==> config.mk <==
export PLATFORM = sky130hd
export DESIGN_NAME = dmem_arbiter
export DESIGN_NICKNAME = d
export VERILOG_FILES = /design/src/rtl/dmem_arbiter.sv
export SDC_FILE = /design/constraint.sdc
export NUM_CORES = 1
export LEC_CHECK = 0
export ABC_AREA = 1
export BUFFER_PORTS_ARGS = -buffer_cell sky130_fd_sc_hd__buf_2
export CAP_MARGIN = 0
export CORE_AREA = 2 2 120 122
export DETAILED_ROUTE_END_ITERATION = 10
export DIE_AREA = 0 0 122 124
export SLEW_MARGIN = 40
export SYNTH_ARGS = -nofsm -noshare
export SYNTH_HDL_FRONTEND = slang
export SYNTH_SLANG_ARGS = --single-unit
export TNS_END_PERCENT = 100
==> constraint.sdc <==
create_clock -name clk -period 3.5 [get_ports clk]
set_input_delay 0.175 -clock clk [delete_from_list [all_inputs] [get_ports clk]]
set_output_delay 0.175 -clock clk [all_outputs]
set_load 0.02 [all_outputs]
==> src/rtl/dmem_arbiter.sv <==
// Two-port arbiter in front of the single-port data memory.
// Port 0 has priority; port 1 is forced through after repeated denials.
module dmem_arbiter #(
  parameter int DATA_WIDTH   = 32,
  parameter int STARVE_LIMIT = 4,
  parameter int CNT_WIDTH    = 3
) (
  input  logic                  clk,
  input  logic                  rst,
  input  logic                  p0_req,
  input  logic                  p0_we,
  input  logic [1:0]            p0_maskmode,
  input  logic                  p0_sext,
  input  logic [DATA_WIDTH-1:0] p0_addr,
  input  logic [DATA_WIDTH-1:0] p0_wdata,
  input  logic                  p1_req,
  input  logic                  p1_we,
  input  logic [1:0]            p1_maskmode,
  input  logic                  p1_sext,
  input  logic [DATA_WIDTH-1:0] p1_addr,
  input  logic [DATA_WIDTH-1:0] p1_wdata,
  output logic                  p0_gnt,
  output logic                  p0_rvalid,
  output logic [DATA_WIDTH-1:0] p0_rdata,
  output logic                  p0_err,
  output logic                  p1_gnt,
  output logic                  p1_rvalid,
  output logic [DATA_WIDTH-1:0] p1_rdata,
  output logic                  p1_err,
  output logic                  mem_write,
  output logic                  mem_read,
  output logic [1:0]            mem_maskmode,
  output logic                  mem_sext,
  output logic [DATA_WIDTH-1:0] mem_address,
  output logic [DATA_WIDTH-1:0] mem_write_data,
  input  logic [DATA_WIDTH-1:0] mem_read_data
);

  localparam logic [CNT_WIDTH-1:0] LIMIT = CNT_WIDTH'(STARVE_LIMIT);

  logic [CNT_WIDTH-1:0]  cnt_q, cnt_d;
  logic                  win1;
  logic                  gnt0, gnt1, any_gnt;
  logic                  sel_we;
  logic [1:0]            sel_mode;
  logic                  sel_sext;
  logic [DATA_WIDTH-1:0] sel_addr;
  logic [DATA_WIDTH-1:0] sel_wdata;
  logic                  misal;

  logic                  p0_rvalid_q, p0_rvalid_d;
  logic                  p1_rvalid_q, p1_rvalid_d;
  logic                  p0_err_q, p0_err_d;
  logic                  p1_err_q, p1_err_d;
  logic [DATA_WIDTH-1:0] p0_rdata_q, p0_rdata_d;
  logic [DATA_WIDTH-1:0] p1_rdata_q, p1_rdata_d;

  // Pick the winner: p1 only when alone or when it has starved long enough
  always_comb begin
    win1    = p1_req & (~p0_req | (cnt_q == LIMIT));
    gnt1    = win1 & ~rst;
    gnt0    = p0_req & ~win1 & ~rst;
    any_gnt = gnt0 | gnt1;
  end

  // Mux the winning request and check its alignment
  always_comb begin
    sel_we    = 1'b0;
    sel_mode  = 2'b00;
    sel_sext  = 1'b0;
    sel_addr  = '0;
    sel_wdata = '0;
    if (gnt1) begin
      sel_we    = p1_we;
      sel_mode  = p1_maskmode;
      sel_sext  = p1_sext;
      sel_addr  = p1_addr;
      sel_wdata = p1_wdata;
    end else if (gnt0) begin
      sel_we    = p0_we;
      sel_mode  = p0_maskmode;
      sel_sext  = p0_sext;
      sel_addr  = p0_addr;
      sel_wdata = p0_wdata;
    end
    if (sel_mode[1])
      misal = sel_addr[1:0] != 2'b00;
    else if (sel_mode[0])
      misal = sel_addr[0];
    else
      misal = 1'b0;
  end

  // Memory strobes only fire for aligned grants
  always_comb begin
    mem_address    = sel_addr;
    mem_maskmode   = sel_mode;
    mem_sext       = sel_sext;
    mem_write_data = sel_wdata;
    mem_write      = any_gnt & ~misal & sel_we;
    mem_read       = any_gnt & ~misal & ~sel_we;
  end

  // Starvation counter: counts p1 denials, saturating at the limit
  always_comb begin
    cnt_d = cnt_q;
    if (!p1_req || gnt1)
      cnt_d = '0;
    else if (cnt_q != LIMIT)
      cnt_d = cnt_q + CNT_WIDTH'(1);
  end

  // Completion side: one-cycle pulse, load data or zero on error
  always_comb begin
    p0_rvalid_d = gnt0;
    p1_rvalid_d = gnt1;
    p0_err_d    = gnt0 & misal;
    p1_err_d    = gnt1 & misal;
    p0_rdata_d  = p0_rdata_q;
    p1_rdata_d  = p1_rdata_q;
    if (gnt0 && misal)
      p0_rdata_d = '0;
    else if (gnt0 && !sel_we)
      p0_rdata_d = mem_read_data;
    if (gnt1 && misal)
      p1_rdata_d = '0;
    else if (gnt1 && !sel_we)
      p1_rdata_d = mem_read_data;
  end

  // State registers, cleared asynchronously
  always_ff @(posedge clk or posedge rst) begin
    if (rst) begin
      cnt_q       <= '0;
      p0_rvalid_q <= 1'b0;
      p1_rvalid_q <= 1'b0;
      p0_err_q    <= 1'b0;
      p1_err_q    <= 1'b0;
      p0_rdata_q  <= '0;
      p1_rdata_q  <= '0;
    end else begin
      cnt_q       <= cnt_d;
      p0_rvalid_q <= p0_rvalid_d;
      p1_rvalid_q <= p1_rvalid_d;
      p0_err_q    <= p0_err_d;
      p1_err_q    <= p1_err_d;
      p0_rdata_q  <= p0_rdata_d;
      p1_rdata_q  <= p1_rdata_d;
    end
  end

  assign p0_gnt    = gnt0;
  assign p1_gnt    = gnt1;
  assign p0_rvalid = p0_rvalid_q;
  assign p1_rvalid = p1_rvalid_q;
  assign p0_err    = p0_err_q;
  assign p1_err    = p1_err_q;
  assign p0_rdata  = p0_rdata_q;
  assign p1_rdata  = p1_rdata_q;

endmodule

==> results of run 1 <==
power breakdown:
| group | internal [W] | total (W) | switching, W |
|---|---|---|---|
| Sequential | 0.000984 | 0.00109 | 0.000105 |
| Clock | 0.000717 | 0.00105 | 0.000332 |
| Combinational | 0.000370 | 0.000982 | 0.000612 |
| Total | 0.00207 | 0.00312 | 0.00105 |
final cells by class:
class	instances	share of cell area (%)
tap	180	3.698
timing repair buffer	319	27.43
inverter	15	0.9451
clock buffer	11	3.986
clock inverter	5	1.705
multi-input combinational	296	32.65
sequential	71	29.18
antenna	10	0.4109
tightest hold or removal path, stage by stage:
cell and delay [ns]:
buf_2 0.09, nand3_1 0.06, nand2_1 0.05
placed cells by master (no fill, tap or decap), drive strengths merged:
cell type	count
clkinv	2
dfrtp	71
xor2	1
dlygate4sd3	1
o21ai	1
clkbuf	11
nand3	136
xnor2	1
ha	2
bufinv	3
diode	10
o22ai	1
a22o	63
nor2	6
nand4	4
nand2	79
a21oi	2
buf	318
inv	15
registers in the layout (all words and copies together), names as in the netlist:
signal     flops
p0_rdata      32
p1_rdata      32
cnt_q          3
p0_err         1
p0_rvalid      1
p1_err         1
p1_rvalid      1
what timing repair did:
| item | 4_1_cts | 5_1_grt |
|---|---|---|
| endpoints found under the hold margin | 3 | 0 |
| endpoints found under the setup margin | 0 | 0 |
| buffers inserted | 0 | 0 |
| hold buffers | 1 | 0 |
worst max-delay path by stage:
stage / slack (ns) / end / depth (start not counted) / startpoint
finish: 0.55 / mem_write_data[2] / 10 / cnt_q[0]
global route: 0.35 / mem_address[10] / 10 / cnt_q[0]
CTS: 0.57 / mem_address[10] / 10 / cnt_q[0]
detailed placement: 0.69 / p0_rdata[11] / 10 / cnt_q[0]
global placement: 0.88 / p0_rdata[14] / 10 / cnt_q[0]
floorplan: 0.37 / mem_address[10] / 5 / rst
metrics by stage:
| stage | setup WS (ns) | hold WS [ns] | power, W | instances |
|---|---|---|---|---|
| after floorplan | 0.3663 | 0.2992 | 0.001672 | 422 |
| after global placement | 0.8787 | 0.09433 | 0.002062 | 877 |
| after detailed placement | 0.6908 | 0.1040 | 0.002088 | 878 |
| after CTS | 0.5745 | 0.08257 | 0.003154 | 895 |
| after global routing | 0.3538 | 0.08104 | 0.003296 | 906 |
| final | 0.5494 | 0.09059 | 0.003121 | 907 |
per-layer routing:
metal / share of wire [%] / routed length, um / global-route usage, % / vias to the layer above
li1: - / - / - / 2099
met1: 39 / 6731 / 25.84 / 2114
met2: 46 / 7894 / 31.56 / 223
met3: 12 / 2080 / 12.00 / 32
met4: 1.7 / 299 / 6.250 / 18
met5: 0.62 / 106 / 0 / -
cell families (layout without fill, tap and decap cells):
family / after synthesis / after routing
buffers and inverters: 55 / 350
DFF: 71 / 71
xor gates and xnor gates: 2 / 2
adders and majority gates: 2 / 2
AOI/OAI and AO/OA: 67 / 67
and+or+nand+nor: 225 / 225
other: 0 / 10
==> impl_metrics.toml, run 1 <==
[run_status]
status = "finished clean"

[logic_synthesis]
synth_most_common_cell = "nand3_1"
synthSimpleGateAreaFrac_pct = 32.95
synth_area_leaders = "dfrtp_1, a22o_1, nand3_1, nand3_2, nand2_1"
synthAdderAreaFrac_pct = 0.6079
synth-seq-area-share_pct = 43.16
synth_area_per_cell_um2 = 9.755
synth_compound_area_share_pct = 14.07
synth_cell_type_count = 28
yosysWarnings = 0
synth_edf_count = 0
synthMuxAreaShare_pct = 0
synthArstFlopShare_pct = 100.0
yosysTopAreaCell = "dfrtp_1"
ys_seq_elements = 71
synth_commonest_cells = "nand3_1, dfrtp_1, nand2_1"
synthXorXnorAreaFrac_pct = 0.4255
synth.net_count = 596
synth_area_um2 = 4116
synth_top_family_by_area = "simple AND/OR/NAND/NOR gates"
yosysTopAreaCellShare_pct = 43.16
synthFlopType = "dfrtp_1"
syn_inst = 422

[routing]
wirelength_um = 17110
post_drt_wl_per_cell_um = 18.87
vias_per_cell = 4.946
drc_errors = 0
drt_first_pass_iters = 5
vias = 4486
ant_nets = 0
drt_iter0_drc = 272

[worst_setup_path]
arrival_ns = 2.78
path_delay_family = "buffers and inverters"
rr_worst_depth = 11
path_buf_inv = 4
crit_chain = "inv_1 -> ha_1 -> nand2_2 -> nand2_4 -> nand2_4 -> nand2_2 -> inv_2 -> buf_4 -> a22o_1 -> buf_2"
setup.worst_path.start_class = "flop"
cp-end-kind = "primary output"
reg2reg_slack_ns = 0.99
crit_path_max_fanout = 37
timing.rr.end = "p0_rdata[11]"
reg2reg_from = "cnt_q[0]"
critPathRequiredTime_ns = 3.32
critPathMaxStageDelay_ns = 0.45
slowest_stage = "buf_4"
criticalPathCategory = "reg -> out"

[die]
die_y_um = 124
pin_count = 311
core_um2 = 13720
start_util_pct = 30.00
die_w_um = 122
die_area_um2 = 15130
num_rows = 43

[finish]
fillers = 1383
stdcell_area_um2 = 6090
regArea_um2 = 1777
utilization_pct = 44.39
fin_nets = 886
drive_above_1_share_pct = 56.35
multiInputGateArea_um2 = 1988
area.growth.synth_to_final_pct = 47.93

[global_routing]
grt_pass1_vias = 4187
grt_overflow_total = 0
grt_pass1_wl_um = 24010
grt_antenna_before_repair = 21
grt_usage_pct = 21.09
grt_max_degree = 69

[cts]
cts.path.max_buffers = 2
cts.sinks = 71
htreeDepth = 3
cts_resized = 0
cts-root-buf = "clkbuf_16"
clk_latency_ns = 0.32
cts_tree = "done"
cts_made_buffers = 9
clk_pin_slew_ns = 0.06

[hold_path]
whs_path_depth = 3
holdPathEnd = "p1_rdata[26]"
hp-start = "mem_read_data[26]"
hold_path_class = "in -> reg"

[run]
cap_violations = 0

[timing]
fin_crit_ns = 2.951
setup_violations = 0
fin_crit_sh_pct = 84.30
rsz0062_at_grt = "no"
slew_headroom_pct = 56.79
worst_pin_slew_ns = 0.6482
setup_tns_ns = 0
final_max_slew_viol_count = 0
finalHoldViolCount = 0
max_freq_mhz = 338.9
clock_skew_ns = 0.005235

[place]
gp_congestion = 0.9379
dpl.hpwl_um = 13500
place_area_um2 = 5663
io_buffers = 310

[power_and_ir_drop]
p_leak_nw = 3.493
power_per_cell_area_nw_per_um2 = 512.5
ir_drop_v = 0.0002337
Note: power is estimated with default switching activity, not from simulation.
==> inputs of run 2 (changes only) <==
clock period = 2.75 ns   (was 3.5 ns; I/O delays follow)
==> run 2 against run 1 <==
Clock power up 19%. Worst setup slack worse by 0.40 ns. Sequential share of layout area down 0.12 points. Global-route usage up 2.5 points. Register-to-register slack worse by 0.58 ns. Non-clock buffer count up 4. Critical path depth down 1. Final area up 0.41%. Via count up 0.69%. Critical endpoint is now mem_write_data[10].
==> impl_metrics.toml, run 2 (synthesis results as in run 1) <==
[worst_setup_path]
cp.depth = 9
rr_worst_depth = 13
endpoint = "mem_write_data[10]"
reg2reg_slack_ns = 0.41
crit_chain = "inv_1 -> ha_1 -> nand2_2 -> nand2_4 -> nand3_4 -> inv_2 -> buf_4 -> a22o_1 -> buf_2"
setup.worst_path.start_class = "flop"
slowest_stage = "buf_4"
criticalPathCategory = "reg -> out"
path_buf_inv = 4
crit_path_max_fanout = 64
startpoint = "cnt_q[0]"
cp-end-kind = "primary output"
reg2reg_from = "cnt_q[0]"
path_delay_family = "buffers and inverters"
arrival_ns = 2.46
critPathRequiredTime_ns = 2.61
critPathMaxStageDelay_ns = 0.50
timing.rr.end = "p0_rdata[1]"

[timing]
max_freq_mhz = 385.2
fin_crit_ns = 2.596
rsz0062_at_grt = "no"
setup_tns_ns = 0
setup_violations = 0
fin_crit_sh_pct = 94.41
worst_pin_slew_ns = 0.6080
slew_headroom_pct = 59.47
final_max_slew_viol_count = 0
finalHoldViolCount = 0
clock_skew_ns = 0.003406

[power_and_ir_drop]
ir_drop_v = 0.0003256
p_leak_nw = 3.495
power_per_cell_area_nw_per_um2 = 637.3

[routing]
top_layer = "met5"
drt_first_pass_iters = 4
wl_met3_um = 2438
wirelength_um = 18590
drt_iter0_drc = 232
vias_per_cell = 4.937
ant_nets = 0
vias = 4517
wl_met1_um = 7269
post_drt_wl_per_cell_um = 20.32
wl_met2_um = 8420
drc_errors = 0

[hold_path]
whs_path_depth = 3
hold_path_class = "in -> reg"

[finish]
utilization_pct = 44.57
area.growth.synth_to_final_pct = 48.54
fin_nets = 890
mostFrequentLayoutCell = "buf_2"
drive_above_1_share_pct = 56.67
layout_common_cells = "buf_2, nand3_1, dfrtp_1"

[cts]
cts-root-buf = "clkbuf_16"
clk_pin_slew_ns = 0.05
cts_tree = "done"
cts_made_buffers = 9
cts.sinks = 71
cts.path.max_buffers = 2
htreeDepth = 3
clk_latency_ns = 0.33

[die]
num_rows = 43
die_area_um2 = 15130
pin_count = 311
die_y_um = 124
core_um2 = 13720
start_util_pct = 30.00
die_w_um = 122

[global_routing]
grt_pass1_vias = 4133
grt_overflow_total = 0
grt_pass1_wl_um = 25830
grt_usage_pct = 23.54
grt_max_degree = 67
grt_antenna_before_repair = 27

[place]
gp_congestion = 0.8477
io_buffers = 310
dpl.hpwl_um = 15190

[run]
cap_violations = 0

[run_status]
status = "finished clean"
==> run 2: metal layers <==
| metal | GRT usage, % | up-vias |
|---|---|---|
| li1 | - | 2113 |
| met1 | 28.74 | 2143 |
| met2 | 34.32 | 194 |
| met3 | 14.93 | 43 |
| met4 | 6.681 | 24 |
| met5 | 0 | - |
==> run 2: what timing repair did <==
| action | in CTS | in global routing |
|---|---|---|
| setup endpoints to repair | 0 | 51 |
| resized for setup | 0 | 1 |
| endpoints found under the hold margin | 11 | 0 |
| setup buffers | 0 | 2 |
| hold buffers | 1 | 0 |
==> run 2: report_power, final <==
group | internal, W | switching, W
Combinational | 0.000477 | 0.000779
Sequential | 0.00125 | 0.000136
Clock | 0.000815 | 0.000438
Total | 0.00254 | 0.00135
==> run 2: final cells by class <==
cell class                 count  area, um2
multi-input combinational    296       1983
timing repair buffer         323       1712
inverter                      15      60.06
fill                        1394       7605
antenna                       15      37.54
tap                          180      225.2
sequential                    71       1777
clock inverter                 5      81.33
clock buffer                  10      239.0
==> run 2: worst min-delay path by stage <==
| stage | start | end |
|---|---|---|
| 3_3_place_gp | rst | p0_rdata[30] |
| 6_report | mem_read_data[14] | p0_rdata[14] |
| 5_1_grt | mem_read_data[9] | p0_rdata[9] |
| 4_1_cts | mem_read_data[20] | p0_rdata[20] |
| 2_1_floorplan | mem_read_data[0] | p0_rdata[0] |
| 3_5_place_dp | rst | p0_rdata[3] |
==> run 2: worst register-to-register path, stage by stage (launching register included) <==
cell     delay (ns)
dfrtp_1        0.35
inv_1          0.07
ha_1           0.22
nand2_2        0.13
nand2_4        0.11
nand2_4        0.12
nand3_2        0.07
nand2_2        0.12
nand2_2        0.07
nand2_4        0.09
nand3_4        0.34
buf_12         0.36
nand3_1        0.11
nand2_1        0.07
==> run 2: metrics by stage <==
step | cells | total power [W] | hold slack [ns] | instance area (um2) | worst slack [ns]
final | 915 | 0.003897 | 0.04122 | 6115 | 0.1536
after global routing | 908 | 0.004109 | 0.03914 | 6097 | 0.002683
after CTS | 898 | 0.003939 | 0.02574 | 6055 | 0.04340
after detailed placement | 882 | 0.002666 | 0.1882 | 5724 | 0.3895
after global placement | 880 | 0.002630 | 0.1794 | 5694 | 0.4648
after floorplan | 422 | 0.002128 | 0.2617 | 4120 | 0.2880
==> inputs of run 3 (changes only) <==
REMOVE_ABC_BUFFERS = 1   (was unset)
==> run 3 against run 2 <==
Global-route usage is 4.2 points lower. Critical path depth up 2. Maximum frequency increased by 6.8%. Sequential cell count unchanged. Non-clock buffer count fell by 4. Core utilization decreased by 0.40 points.
==> impl_metrics.toml, run 3 (synthesis results as in run 1) <==
[die]
pin_count = 311
start_util_pct = 30.00
die_y_um = 124
die_w_um = 122
die_area_um2 = 15130
core_um2 = 13720
num_rows = 43

[power_and_ir_drop]
ir_drop_v = 0.0002754
power_per_cell_area_nw_per_um2 = 640.3
p_seq_share_pct = 35.6
p_int_w = 0.002543
swShare_pct = 34.44
total_power_w = 0.003880
p_leak_nw = 3.483
p_comb_share_pct = 32.1
p_sw_w = 0.001336
p_clk_share_pct = 32.3

[worst_setup_path]
critPathRequiredTime_ns = 2.61
criticalPathCategory = "reg -> out"
setup.worst_path.start_class = "flop"
arrival_ns = 2.29
cp-end-kind = "primary output"
crit_path_max_fanout = 67
reg2reg_slack_ns = 0.48

[timing]
clock_skew_ns = 0.008968
slew_headroom_pct = 44.92
rsz0062_at_grt = "no"
worst_pin_slew_ns = 0.8253
final_max_slew_viol_count = 0
fin_crit_sh_pct = 88.43
max_freq_mhz = 411.2
finalHoldViolCount = 0
fin_crit_ns = 2.432
setup_violations = 0

[cts]
cts.sinks = 71
htreeDepth = 3
cts-root-buf = "clkbuf_16"
cts.path.max_buffers = 2
clk_latency_ns = 0.33
postCtsSetupBuffers = 0
cts_made_buffers = 9
cts_tree = "done"
cts_resized = 0
clk_pin_slew_ns = 0.06
hold_buffers = 0

[routing]
drt_iter0_drc = 300
drc_errors = 0
drt_first_pass_iters = 4
wirelength_um = 15710
post_drt_wl_per_cell_um = 17.45
vias_per_cell = 4.948
ant_nets = 0
vias = 4453

[place]
placedCellCount = 881
gp_congestion = 0.8173
dpl.hpwl_um = 11810
io_buffers = 310

[finish]
layout_common_cells = "buf_2, nand3_1, dfrtp_1"
fin_nets = 886
final_cells = 900
area.growth.synth_to_final_pct = 47.20
drive_above_1_share_pct = 56.49
mostFrequentLayoutCell = "buf_2"

[hold_path]
hold_path_class = "in -> reg"

[run]
cap_violations = 0

[run_status]
status = "finished clean"

[global_routing]
grt_antenna_before_repair = 5
grt_pass1_wl_um = 22280
grt_pass1_vias = 3992
grt_overflow_total = 0
grt_usage_pct = 19.37
grt_max_degree = 72
[run 3: path summary, 6_finish.rpt]
check                                  startpoint            to  cells past startpoint
max in group asynchronous                     rst  p0_rdata[22]                      3
worst min-delay path            mem_read_data[20]  p1_rdata[20]                      3
worst min register to register       p1_rdata[18]  p1_rdata[18]                      2
min in group asynchronous                     rst      cnt_q[1]                      3
worst max-delay path                     cnt_q[0]     mem_write                     11
worst max register to register           cnt_q[0]  p0_rdata[24]                     13
[run 3: final cells by class]
cell class / count / area, um2
fillers: 1373 / 7660
multi-input cells: 296 / 1983
flip-flops and latches: 71 / 1777
repair buffers: 319 / 1685
clock buffers: 11 / 242.7
well taps: 180 / 225.2
clock inverters: 5 / 81.33
inverters: 15 / 57.56
diodes: 3 / 7.507
[run 3: critical path, cell delays in order (launching register included)]
cell,delay (ns)
dfrtp_1,0.35
inv_1,0.07
ha_1,0.22
nand2_2,0.13
nand2_4,0.10
nand2_4,0.11
nand2_2,0.10
inv_2,0.12
buf_12,0.27
o21ai_0,0.17
nor2_1,0.12
buf_2,0.18
[run 3: power by group through the flow]
stage               logic, W  registers [W]  clock network (W)
floorplan           0.000467        0.00164                  0
global placement     0.00123        0.00139                  0
detailed placement   0.00126        0.00140                  0
CTS                  0.00126        0.00138            0.00128
global route         0.00136        0.00141            0.00133
finish               0.00125        0.00138            0.00125
[run 3: routing by layer]
metal | track usage (%) | share of wire (%) | up-vias
met5 | 0 | 0.15 | -
met4 | 4.167 | 0.72 | 4
met3 | 5.769 | 10 | 15
met2 | 29.05 | 47 | 215
met1 | 27.56 | 42 | 2130
li1 | - | - | 2089
[run 3: stage by stage]
stage          hold WS (ns)  TNS, ns  area [um2]  worst slack (ns)  utilization, %
4_1_cts             0.03522        0        6052            0.2595           44.11
3_5_place_dp         0.3843        0        5728            0.4776           41.75
5_1_grt             0.04518        0        6052           0.05136           44.11
2_1_floorplan        0.2648  -132.59        3811            -1.610               -
6_report            0.05198        0        6060            0.3182           44.17
3_3_place_gp         0.3728        0        5724            0.6288           41.72
